==> src/rtl/xdn_pkg.sv <==
// Shared definitions for the XDN CPU program loader: the loader state
// encoding and the bit positions of the control strobes that the CPU
// top level ORs into its own MAR/RAM control lines.
package xdn_pkg;

  typedef enum logic [2:0] {
    LD_IDLE      = 3'd0,
    LD_HOLD      = 3'd1,
    LD_WAIT_BYTE = 3'd2,
    LD_ADDR      = 3'd3,
    LD_DATA      = 3'd4,
    LD_VERIFY    = 3'd5,
    LD_RELEASE   = 3'd6
  } loader_state_t;

  localparam int STROBE_MAR_IN  = 0;
  localparam int STROBE_RAM_IN  = 1;
  localparam int STROBE_RAM_OUT = 2;
  localparam int STROBE_COUNT   = 3;

endpackage

==> src/rtl/load_address_counter.sv <==
// Target address counter for the program loader. Clears to zero, steps
// by one on request and flags the last RAM word so the loader can stop
// without ever wrapping back to address zero.
module load_address_counter #(
  parameter int ADDRESS_WIDTH = 4,
  parameter int RAM_LENGTH    = 16
) (
  input  logic                     clk,
  input  logic                     rst_n,
  input  logic                     clear,
  input  logic                     incr,
  output logic [ADDRESS_WIDTH-1:0] count,
  output logic                     terminal
);

  localparam logic [ADDRESS_WIDTH-1:0] LAST_ADDR = ADDRESS_WIDTH'(RAM_LENGTH - 1);

  // Address register: clear wins over increment, and the terminal word holds.
  always_ff @(posedge clk or negedge rst_n) begin
    if (!rst_n) begin
      count <= '0;
    end else if (clear) begin
      count <= '0;
    end else if (incr && !terminal) begin
      count <= count + 1'b1;
    end
  end

  assign terminal = (count == LAST_ADDR);

endmodule

==> src/rtl/ram_loader.sv <==
// Program-load controller for the XDN 8-bit CPU. Holds the CPU halted,
// takes the bus, and writes bytes arriving over a valid/ready handshake
// into RAM (MAR strobe with the address, then RAM strobe with the byte).
// Optional build macro RAM_LOADER_VERIFY_EN adds a read-back VERIFY
// state with a sticky mismatch flag and the o_RAM_OUT / i_BUS ports.
module ram_loader #(
  parameter int DATA_WIDTH    = 8,
  parameter int ADDRESS_WIDTH = 4,
  parameter int RAM_LENGTH    = 16
) (
  input  logic                     i_CLOCK,
  input  logic                     i_CLEAR_n,
  input  logic                     i_LOAD_REQ,
  input  logic                     i_CPU_IDLE,
  input  logic                     i_WR_VALID,
  input  logic [DATA_WIDTH-1:0]    i_WR_DATA,
  input  logic                     i_WR_LAST,
`ifdef RAM_LOADER_VERIFY_EN
  input  logic [DATA_WIDTH-1:0]    i_BUS,
  output logic                     o_RAM_OUT,
  output logic                     o_VERIFY_ERR,
`endif
  output logic                     o_WR_READY,
  output logic                     o_CPU_HOLD,
  output logic                     o_BUS_DRIVE,
  output logic [DATA_WIDTH-1:0]    o_BUS_DATA,
  output logic                     o_MAR_IN,
  output logic                     o_RAM_IN,
  output logic [ADDRESS_WIDTH-1:0] o_ADDR,
  output logic                     o_BUSY,
  output logic                     o_DONE
);

  import xdn_pkg::*;

  loader_state_t             state, next_state;
  logic [STROBE_COUNT-1:0]   strobes;
  logic [DATA_WIDTH-1:0]     data_q;
  logic                      last_q;
  logic                      latch_en;
  logic                      addr_clear;
  logic                      addr_incr;
  logic                      terminal;
  logic                      load_start;

  load_address_counter #(
    .ADDRESS_WIDTH (ADDRESS_WIDTH),
    .RAM_LENGTH    (RAM_LENGTH)
  ) u_addr (
    .clk      (i_CLOCK),
    .rst_n    (i_CLEAR_n),
    .clear    (addr_clear),
    .incr     (addr_incr),
    .count    (o_ADDR),
    .terminal (terminal)
  );

  // State register; reset drops straight back to IDLE even mid-byte.
  always_ff @(posedge i_CLOCK or negedge i_CLEAR_n) begin
    if (!i_CLEAR_n) begin
      state <= LD_IDLE;
    end else begin
      state <= next_state;
    end
  end

  // Byte and last-flag latch, loaded on the valid/ready handshake.
  always_ff @(posedge i_CLOCK or negedge i_CLEAR_n) begin
    if (!i_CLEAR_n) begin
      data_q <= '0;
      last_q <= 1'b0;
    end else if (latch_en) begin
      data_q <= i_WR_DATA;
      last_q <= i_WR_LAST;
    end
  end

  // Next-state and output decode; every output is a function of state only.
  always_comb begin
    next_state  = state;
    strobes     = '0;
    o_WR_READY  = 1'b0;
    o_CPU_HOLD  = 1'b0;
    o_BUS_DRIVE = 1'b0;
    o_BUS_DATA  = '0;
    o_DONE      = 1'b0;
    addr_clear  = 1'b0;
    addr_incr   = 1'b0;
    latch_en    = 1'b0;
    load_start  = 1'b0;
    case (state)
      LD_IDLE: begin
        addr_clear = 1'b1;
        if (i_LOAD_REQ) begin
          load_start = 1'b1;
          next_state = LD_HOLD;
        end
      end
      LD_HOLD: begin
        o_CPU_HOLD = 1'b1;
        if (i_CPU_IDLE) next_state = LD_WAIT_BYTE;
      end
      LD_WAIT_BYTE: begin
        o_CPU_HOLD = 1'b1;
        o_WR_READY = 1'b1;
        if (i_WR_VALID) begin
          latch_en   = 1'b1;
          next_state = LD_ADDR;
        end
      end
      LD_ADDR: begin
        o_CPU_HOLD             = 1'b1;
        o_BUS_DRIVE            = 1'b1;
        o_BUS_DATA             = DATA_WIDTH'(o_ADDR);
        strobes[STROBE_MAR_IN] = 1'b1;
        next_state             = LD_DATA;
      end
      LD_DATA: begin
        o_CPU_HOLD             = 1'b1;
        o_BUS_DRIVE            = 1'b1;
        o_BUS_DATA             = data_q;
        strobes[STROBE_RAM_IN] = 1'b1;
`ifdef RAM_LOADER_VERIFY_EN
        next_state = LD_VERIFY;
`else
        if (last_q || terminal) begin
          next_state = LD_RELEASE;
        end else begin
          addr_incr  = 1'b1;
          next_state = LD_WAIT_BYTE;
        end
`endif
      end
`ifdef RAM_LOADER_VERIFY_EN
      LD_VERIFY: begin
        o_CPU_HOLD              = 1'b1;
        strobes[STROBE_RAM_OUT] = 1'b1;
        if (last_q || terminal) begin
          next_state = LD_RELEASE;
        end else begin
          addr_incr  = 1'b1;
          next_state = LD_WAIT_BYTE;
        end
      end
`endif
      LD_RELEASE: begin
        o_DONE     = 1'b1;
        addr_clear = 1'b1;
        next_state = LD_IDLE;
      end
      default: begin
        next_state = LD_IDLE;
      end
    endcase
  end

  assign o_MAR_IN = strobes[STROBE_MAR_IN];
  assign o_RAM_IN = strobes[STROBE_RAM_IN];
  assign o_BUSY   = (state != LD_IDLE);

`ifdef RAM_LOADER_VERIFY_EN
  logic verify_err_q;

  // Sticky read-back mismatch flag, cleared when a new load starts.
  always_ff @(posedge i_CLOCK or negedge i_CLEAR_n) begin
    if (!i_CLEAR_n) begin
      verify_err_q <= 1'b0;
    end else if (load_start) begin
      verify_err_q <= 1'b0;
    end else if (state == LD_VERIFY && i_BUS != data_q) begin
      verify_err_q <= 1'b1;
    end
  end

  assign o_RAM_OUT    = strobes[STROBE_RAM_OUT];
  assign o_VERIFY_ERR = verify_err_q;
`else
  logic unused_ram_out;
  logic unused_load_start;
  assign unused_ram_out    = strobes[STROBE_RAM_OUT];
  assign unused_load_start = load_start;
`endif

endmodule
==> config.mk <==
export PLATFORM = sky130hd
export DESIGN_NAME = ram_loader
export DESIGN_NICKNAME = d
export VERILOG_FILES = /design/src/rtl/xdn_pkg.sv /design/src/rtl/load_address_counter.sv /design/src/rtl/ram_loader.sv
export SDC_FILE = /design/constraint.sdc
export NUM_CORES = 1
export LEC_CHECK = 0
export CORE_MARGIN = 2
export CORE_UTILIZATION = 43
export DETAILED_ROUTE_END_ITERATION = 16
export PLACE_DENSITY_LB_ADDON = 0.12
export RECOVER_POWER = 25
export SETUP_SLACK_MARGIN = 0.2
export SLEW_MARGIN = 40
export SYNTH_ARGS = -nofsm -noshare
export SYNTH_HDL_FRONTEND = slang
export SYNTH_SLANG_ARGS = --single-unit
==> constraint.sdc <==
create_clock -name i_CLOCK -period 1.7 [get_ports i_CLOCK]
set_clock_uncertainty 0.15 [all_clocks]
set_input_delay 0.34 -clock i_CLOCK [delete_from_list [all_inputs] [get_ports i_CLOCK]]
set_output_delay 0.34 -clock i_CLOCK [all_outputs]
set_load 0.02 [all_outputs]
==> results of run 1 <==
## area by class of cell
class	instances	share of cell area, %
Sequential cell	16	22.7
Inverter	2	0.421
Timing Repair Buffer	68	40.5
Tap cell	27	1.90
Multi-Input combinational cell	57	33.0
Clock buffer	4	1.47
## how the worst max path moves through the flow
stage	cells after the start	endpoint	from	slack, ns
detailed placement	4	o_CPU_HOLD	state[2]$_DFFE_PN0P_	-0.36
finish	5	o_BUS_DATA[1]	state[2]$_DFFE_PN0P_	-0.35
global route	5	o_BUS_DATA[1]	state[2]$_DFFE_PN0P_	-0.38
floorplan	5	o_BUS_DATA[0]	state[1]$_DFFE_PN0P_	0.009
CTS	5	o_BUS_DATA[1]	state[2]$_DFFE_PN0P_	-0.28
global placement	4	o_CPU_HOLD	state[0]$_DFFE_PN0P_	-0.34
## what timing repair did
item                       in CTS  in global routing
hold buffers                    0                  0
setup endpoints to repair      31                 34
gates cloned                    1                  0
resized for setup             143                 12
buffers inserted               10                  5
pin swaps                       6                  3
## state kept, by name (all words and copies together), names as in the netlist
| signal | flops |
|---|---|
| state | 3 |
| u_addr.count | 4 |
| last_q | 1 |
| data_q | 8 |
## power by group
part / total [mW] / internal (mW) / switching, mW / leakage (nW)
clock network: 0.226 / 0.0918 / 0.134 / 0.0150
logic: 2.16 / 1.25 / 0.912 / 0.623
registers: 0.710 / 0.543 / 0.167 / 0.196
## kinds of logic (layout without fill, tap and decap cells)
family / after synthesis / count (layout)
DFF: 16 / 16
buffers and inverters: 7 / 74
adders and majority gates: 1 / 1
AOI/OAI and AO/OA: 20 / 20
and+or+nand+nor: 24 / 24
muxes: 12 / 12
## cells in the mapped netlist (2+ instances only)
master | number | area [um2]
dfrtp_1 | 16 | 400
mux2_2 | 10 | 113
and2_1 | 6 | 37.5
buf_6 | 3 | 33.8
nor2_1 | 3 | 11.3
mux2i_1 | 2 | 20.0
o21ai_0 | 8 | 40.0
a22o_1 | 4 | 35.0
a31oi_1 | 2 | 12.5
inv_1 | 2 | 7.51
buf_2 | 2 | 10.0
## worst max-delay path: stages (launching register included)
cell     delay, ns
dfrtp_1       0.45
nor3b_2       0.20
buf_4         0.16
buf_6         0.12
a22o_4        0.21
buf_6         0.13
## routing by layer
layer | vias to the layer above | part of all wire, % | GRT usage [%] | wire length [um]
met2 | 55 | 53 | 47.3 | 1980
met4 | 0 | 3.2 | 13.9 | 121
met3 | 15 | 6.3 | 6.06 | 237
met5 | - | 0 | 0 | 0
li1 | 425 | - | - | -
met1 | 494 | 38 | 36.0 | 1420
==> impl_metrics.toml, run 1 <==
[status]
outcome = "complete, but fails checks"
violations = "setup timing"

[timing]
slew_headroom_pct = 40.9
setup_violations = 26
rsz0062_at_grt = "yes"
post-route-min-period_ns = 2.05
worst_slack_ns = -0.353
setup_tns_ns = -5.93
max_freq_ghz = 0.487
finalHoldViolations = 0
period_share_pct = 121
tightest_slew_ns = 0.886
slew_violations = 0
holdWs_ns = 0.373

[detailed_routing]
vias = 989
finalWirelength_um = 3760
dr.pass1.iters = 4
drtAntennaViolNets = 0
via_per_inst = 5.68
wl_per_cell_um = 21.6
drc_errors = 0
drt-initial-drc-count = 21

[die]
rows = 16
die_h_um = 49.8
die_area_mm2 = 0.00248
core_area_mm2 = 0.00196
start_util_pct = 46.0
fp.dieW_um = 49.8
ios = 33

[pwr]
ir_drop_mv = 1.35
p_leak_nw = 0.834
total_power_mw = 3.10
powerDensity_mw_per_mm2 = 1740

[final_layout]
diodes = 0
final_cell_mix = "40 x buf_6, 13 x dfrtp_1, 12 x clkdlybuf4s50_1, 12 x buf_4, 10 x mux2_4"
nNetsFinal = 163
fin_cells = 174
fill_cells = 84
regArea_um2 = 404
design_area_mm2 = 0.00178
multi_input_area_um2 = 588
syn2layout_area_growth_pct = 97.5
final_common_cell = "buf_6"
drive_gt1_share_pct = 63.3
final_util_pct = 90.8

[placement]
gp_congestion = 0.844
place_hpwl_um = 1710
io_buffers = 32
post_dp_cell_area_mm2 = 0.00144
pre_cts_slack_ns = -0.355
dp.cells = 154

[setup_path]
crit_fanout = 6
regToRegSetupSlack_ns = -0.18
arrival_ns = 1.56
r2r_cells = 8
cp-start-kind = "flop"
path_class = "flop to output port"
r2r_start = "state[0]$_DFFE_PN0P_"
crit_required_ns = 1.21
end_kind = "output port"
reg2reg_to = "data_q[4]$_DFFE_PN0P_"

[clocking]
clk-insertion-delay-late_ns = 0.32
numCtsBuffers = 3
root_buffer = "clkbuf_4"
cts_htree_levels = 1
cts.sinks = 16
cts_tree = "built"
cts.reportedPaths.clkPinSlew_ns = 0.08
cts_max_path_buffers = 2

[worst_hold_path]
whs_path_depth = 1
hp-class = "flop to flop"
hold_start = "data_q[7]$_DFFE_PN0P_"
worstHoldEndpoint = "data_q[7]$_DFFE_PN0P_"

[synthesis]
synth-seq-area-share_pct = 44.4
synth-xor-area-share_pct = 0
synth_top_family_by_area = "simple AND/OR/NAND/NOR gates"
synthSimpleGateAreaFrac_pct = 18.9
ys_async_sr_fraction_pct = 100
synth_cell_type_count = 33
netlist_area_um2 = 902
synth_edf_count = 0
yosys-mux-area-fraction_pct = 14.7
yosysWarningCount = 0
ys.flop_type = "dfrtp_1"
avgSynthCellArea_um2 = 11.3
synth_compound_area_share_pct = 15.0
synth_seq_cells = 16
synth_nets = 95
yosys.area_share.adder_pct = 1.39
netlist_instances = 80

[global_route]
grt_pass1_wl_um = 5180
grt_overflow = 0
grt_pass1_vias = 1021
grt_max_degree = 17
antenna_found_initial = 0
grt_usage_pct = 28.9

[job]
timing.max_cap.violations = 0
No activity file was read; power rests on OpenSTA's default activity.
==> run 2: changes to the inputs <==
Settings changed: CTS_CLUSTER_SIZE from default to 24.
==> results of run 2 <==
The final DEF is identical to that of run 1; final timing and power are the same.
==> run 3: changes to the inputs <==
Settings changed: SLEW_MARGIN 40 to default.
==> results of run 3 <==
The final DEF is identical to that of run 1; final timing and power are the same.
